--- config.mk ---
export PLATFORM = sky130hd
export DESIGN_NAME = cla_subtractor_pipe
export DESIGN_NICKNAME = d
export VERILOG_FILES = /design/src/rtl/cla_subtractor_pipe.sv
export SDC_FILE = /design/constraint.sdc
export NUM_CORES = 1
export LEC_CHECK = 0
export BUFFER_PORTS_ARGS = -buffer_cell sky130_fd_sc_hd__buf_2
export CORE_ASPECT_RATIO = 1.4
export CORE_MARGIN = 5
export CORE_UTILIZATION = 49
export CTS_CLUSTER_DIAMETER = 60
export DETAILED_ROUTE_END_ITERATION = 8
export PLACE_DENSITY = 0.76
export SLEW_MARGIN = 20
export SYNTH_ARGS = -nofsm -noshare
export SYNTH_HDL_FRONTEND = slang
export SYNTH_SLANG_ARGS = --single-unit
--- constraint.sdc ---
create_clock -name clk -period 2.7 [get_ports clk]
set_input_delay 0.54 -clock clk [delete_from_list [all_inputs] [get_ports clk]]
set_output_delay 0.54 -clock clk [all_outputs]
set_load 0.02 [all_outputs]
--- src/rtl/cla_subtractor_pipe.sv ---
// Two-stage pipelined carry-lookahead subtractor: d = a - b - bin, split at SPLIT.
// The low half resolves in stage 1 and the high half in stage 2, with valid/ready on both ends.
module cla_subtractor_pipe #(
  parameter int WIDTH = 32,
  parameter int SPLIT = 16
) (
  input  logic             clk,
  input  logic             rst,
  input  logic             in_valid,
  output logic             in_ready,
  input  logic [WIDTH-1:0] a,
  input  logic [WIDTH-1:0] b,
  input  logic             bin,
  output logic             out_valid,
  input  logic             out_ready,
  output logic [WIDTH-1:0] d,
  output logic             bout,
  output logic             ovf
);

  localparam int HI = WIDTH - SPLIT;

  logic             s1_valid_q, s1_valid_d;
  logic [SPLIT-1:0] s1_lo_q, s1_lo_d;
  logic             s1_c_q, s1_c_d;
  logic [HI-1:0]    s1_a_hi_q, s1_a_hi_d;
  logic [HI-1:0]    s1_nb_hi_q, s1_nb_hi_d;
  logic             out_valid_q, out_valid_d;
  logic [WIDTH-1:0] d_q, d_d;
  logic             bout_q, bout_d;
  logic             ovf_q, ovf_d;

  logic s2_free, s2_load, accept;

  logic [SPLIT-1:0] lo_p, lo_g, lo_pp, lo_gg, lo_diff;
  logic [SPLIT:0]   lo_c;
  logic [HI-1:0]    hi_p, hi_g, hi_pp, hi_gg, hi_diff;
  logic [HI:0]      hi_c;

  // Kogge-Stone prefix over the low half; carry-in is the inverted borrow-in.
  always_comb begin
    lo_p  = a[SPLIT-1:0] ^ ~b[SPLIT-1:0];
    lo_g  = a[SPLIT-1:0] & ~b[SPLIT-1:0];
    lo_pp = lo_p;
    lo_gg = lo_g;
    lo_gg[0] = lo_g[0] | (lo_p[0] & ~bin);
    for (int k = 1; k < SPLIT; k = k * 2) begin
      for (int i = SPLIT - 1; i >= k; i--) begin
        lo_gg[i] = lo_gg[i] | (lo_pp[i] & lo_gg[i-k]);
        lo_pp[i] = lo_pp[i] & lo_pp[i-k];
      end
    end
    lo_c    = {lo_gg, ~bin};
    lo_diff = lo_p ^ lo_c[SPLIT-1:0];
  end

  // Same prefix for the high half, fed by the carry registered at the cut.
  always_comb begin
    hi_p  = s1_a_hi_q ^ s1_nb_hi_q;
    hi_g  = s1_a_hi_q & s1_nb_hi_q;
    hi_pp = hi_p;
    hi_gg = hi_g;
    hi_gg[0] = hi_g[0] | (hi_p[0] & s1_c_q);
    for (int k = 1; k < HI; k = k * 2) begin
      for (int i = HI - 1; i >= k; i--) begin
        hi_gg[i] = hi_gg[i] | (hi_pp[i] & hi_gg[i-k]);
        hi_pp[i] = hi_pp[i] & hi_pp[i-k];
      end
    end
    hi_c    = {hi_gg, s1_c_q};
    hi_diff = hi_p ^ hi_c[HI-1:0];
  end

  always_comb begin
    s2_free  = ~out_valid_q | out_ready;
    s2_load  = s1_valid_q & s2_free;
    in_ready = ~s1_valid_q | s2_free;
    accept   = in_valid & in_ready;

    s1_valid_d = accept | (s1_valid_q & ~s2_load);
    s1_lo_d    = s1_lo_q;
    s1_c_d     = s1_c_q;
    s1_a_hi_d  = s1_a_hi_q;
    s1_nb_hi_d = s1_nb_hi_q;
    if (accept) begin
      s1_lo_d    = lo_diff;
      s1_c_d     = lo_c[SPLIT];
      s1_a_hi_d  = a[WIDTH-1:SPLIT];
      s1_nb_hi_d = ~b[WIDTH-1:SPLIT];
    end

    // A full, unconsumed output register holds until the consumer takes it.
    out_valid_d = s2_load | (out_valid_q & ~out_ready);
    d_d         = d_q;
    bout_d      = bout_q;
    ovf_d       = ovf_q;
    if (s2_load) begin
      d_d    = {hi_diff, s1_lo_q};
      bout_d = ~hi_c[HI];
      ovf_d  = hi_c[HI] ^ hi_c[HI-1];
    end
  end

  always_ff @(posedge clk or posedge rst) begin
    if (rst) begin
      s1_valid_q  <= 1'b0;
      s1_lo_q     <= '0;
      s1_c_q      <= 1'b0;
      s1_a_hi_q   <= '0;
      s1_nb_hi_q  <= '0;
      out_valid_q <= 1'b0;
      d_q         <= '0;
      bout_q      <= 1'b0;
      ovf_q       <= 1'b0;
    end else begin
      s1_valid_q  <= s1_valid_d;
      s1_lo_q     <= s1_lo_d;
      s1_c_q      <= s1_c_d;
      s1_a_hi_q   <= s1_a_hi_d;
      s1_nb_hi_q  <= s1_nb_hi_d;
      out_valid_q <= out_valid_d;
      d_q         <= d_d;
      bout_q      <= bout_d;
      ovf_q       <= ovf_d;
    end
  end

  assign out_valid = out_valid_q;
  assign d         = d_q;
  assign bout      = bout_q;
  assign ovf       = ovf_q;

endmodule

==> flow_summary.toml <==
[timing]
setup_viol = 0
max_slew.worst_pin.slew_ns = 0.7289
fmax_ghz = 0.3979
relSlewSlack_pct = 51.23
min_period_over_period_pct = 93.09
rsz0062_at_grt = "false"
slew_viol_final = 0
clock-skew-final_ns = 0.009792
hold_viol_final = 0
setup_ws_ns = 0.1866
min_period_ns = 2.513

[synthesis]
yosysWarnings = 0
synth_common_cells = "113 x nand2_1, 85 x dfrtp_1, 36 x o21ai_0, 30 x ha_1, 28 x inv_1"
synth_seq_cells = 85
synth_top_area_share_pct = 46.03
synth_area_um2 = 4621
yosysMostFrequentCell = "nand2_1"
synthArstFlopShare_pct = 100.0
avgSynthCellArea_um2 = 9.626
yosys.area.top_type = "dfrtp_1"
netlist_instances = 480
yosys_most_used_dff = "dfrtp_1"
synth_fp_nets = 583
ys_seq_area_share_pct = 46.03
ys_types = 51
synth_edf_count = 0
synth_area_leaders = "dfrtp_1 46%, nand2_1 9.2%, ha_1 8.1%"

[clock_tree]
clockBufferDepth = 2
clk_pin_slew_ns = 0.06
tritoncts = "built"
clk_latency_ns = 0.34
postCtsSetupBuffers = 0
postCtsHoldBufs = 0
cts_max_level = 3
cts-buffers-inserted = 9
clkSinkCount = 85
cts_root_buffer = "clkbuf_16"

[drt]
avgRoutedWirePerCell_um = 15.04
viasPerCell = 5.344
num_vias = 3778
drtAntennaViolNets = 0
drtIter0Drc = 89
dr.pass1.iters = 4
drt_wl_total_um = 10630
drc = 0

[critical_path]
crit_buf_inv = 2
crit_chain = "fa_1 -> inv_1 -> fa_1 -> nand2b_1 -> a21oi_1 -> a211oi_2 -> buf_4 -> o21ai_1 -> a31oi_1 -> a21oi_1 -> mux2_2"
critical_path_depth = 11
path_delay_family = "adder cells"
cp_max_fo = 5
r2r_cells = 11
cp_slowest_stage_delay_ns = 0.49
cp_data_arrival_time_ns = 2.74
critPathKind = "reg2reg"
slowest_stage = "fa_1"
cp-start-kind = "flip-flop"
cp-end-kind = "flip-flop"
cp.required_ns = 2.92

[run]
drv_cap = 0

[global_routing]
grt_max_degree = 48
grt.overflow.total = 0
grt_usage_pct = 20.00
grt_first_pass_wirelength_um = 18560
grt_antenna_before_repair = 1
grt_pass1_vias = 4175

[floorplanning]
fp.dieH_um = 124.9
dieArea_um2 = 11500
fp-row-count = 42
die_w_um = 92.07
ios = 105
coreArea_um2 = 9354
start_util_pct = 49.40

[cells_and_area]
finalNetCount = 695
drive_above_1_share_pct = 27.64
utilization_pct = 60.61
area_growth_pct = 22.69
diodes = 0

[placement]
place_congestion = 0.9169
place_hpwl_um = 8207
port_buffers = 104
dp_slack_ns = -0.1424

[power]
power.density_nw_per_um2 = 804.2
p_leak_nw = 2.873
peakVddDrop_mv = 0.3525

[run_status]
run_status = "completed"

[hold_path]
hold_path.class = "in2async"
## layout by cell type (no fill, tap or decap), types with 3 or more instances in the layout
| cell | Yosys | final |
|---|---|---|
| a211oi_1 | 5 | 5 |
| a21o_1 | 8 | 8 |
| a21oi_1 | 24 | 23 |
| a31oi_1 | 4 | 3 |
| buf_2 | 0 | 104 |
| buf_4 | 0 | 10 |
| clkbuf_1 | 13 | 3 |
| clkbuf_16 | 0 | 9 |
| dfrtp_1 | 85 | 85 |
| fa_1 | 4 | 4 |
| ha_1 | 30 | 30 |
| inv_1 | 28 | 27 |
| mux2_2 | 19 | 19 |
| nand2_1 | 113 | 111 |
| nand2b_1 | 8 | 8 |
| nand3_1 | 6 | 6 |
| nor2_1 | 12 | 12 |
| o211ai_1 | 5 | 5 |
| o21ai_0 | 36 | 36 |
| o21ai_1 | 15 | 14 |
| o21bai_1 | 4 | 4 |
| o31ai_1 | 6 | 6 |
| xnor2_1 | 6 | 6 |
| xor2_1 | 13 | 13 |
## report_power, final
| part | internal (mW) | total [mW] | switching [mW] | leakage (nW) |
|---|---|---|---|---|
| sequential | 1.59 | 1.75 | 0.167 | 1.03 |
| clock | 0.809 | 1.29 | 0.480 | 0.147 |
| combinational | 0.614 | 1.52 | 0.903 | 1.69 |
## metrics by stage
step	setup TNS [ns]	power (mW)	cells	hold slack, ns	cell area, um2
after global routing	0	4.854	707	0.3542	5669
after global placement	-0.05923	3.237	691	0.4572	5350
final	0	4.559	707	0.3000	5669
after floorplan	0	2.788	480	0.4393	4628
after CTS	0	4.597	707	0.3137	5659
after detailed placement	-0.6253	3.294	691	0.4635	5350
## cell type report
type	instances	area (um2)
Multi-Input combinational cell	352	2351
Tap cell	110	137.6
Inverter	28	108.9
Fill cell	833	3685
Sequential cell	85	2127
Clock inverter	4	72.57
Clock buffer	12	236.5
Timing Repair Buffer	116	635.6
## registers in the layout, summed over array words and instances, names as in the netlist
register and cells:
d 32, s1_a_hi_q 16, s1_lo_q 16, s1_nb_hi_q 16, bout 1, out_valid 1, ovf 1, s1_c_q 1
s1_valid_q 1
## routing by layer
metal	wire length [um]	up-vias	GRT usage [%]
met2	5561	111	35.33
met5	13	-	0
met3	607	40	5.136
li1	-	1883	-
met1	4076	1742	22.00
met4	374	2	9.886
## logic make-up (layout without fill, tap and decap cells)
group	after synthesis	in the layout	synth area share, %
compound gates	126	126	18.09
xor+xnor	19	19	3.601
fa+ha+maj	34	34	9.857
buf+inv	43	160	3.493
flops	85	85	46.03
mux	19	19	4.630
simple gates	154	154	14.30
## path summary, 6_finish.rpt
check | from | to | slack, ns
max reg2reg | s1_c_q | d[26] | 0.19
max in group asynchronous | rst | d[26] | 1.68
min in group clk | a[28] | s1_a_hi_q[12] | 0.38
min | rst | s1_a_hi_q[1] | 0.30
min reg2reg | d[27] | d[27] | 0.47
max | s1_c_q | d[26] | 0.19
## timing repair
item	CTS	global route
hold endpoints to repair	0	0
gates resized for setup	0	2
endpoints found under the setup margin	0	2
No activity file was read; power rests on OpenSTA's default activity.
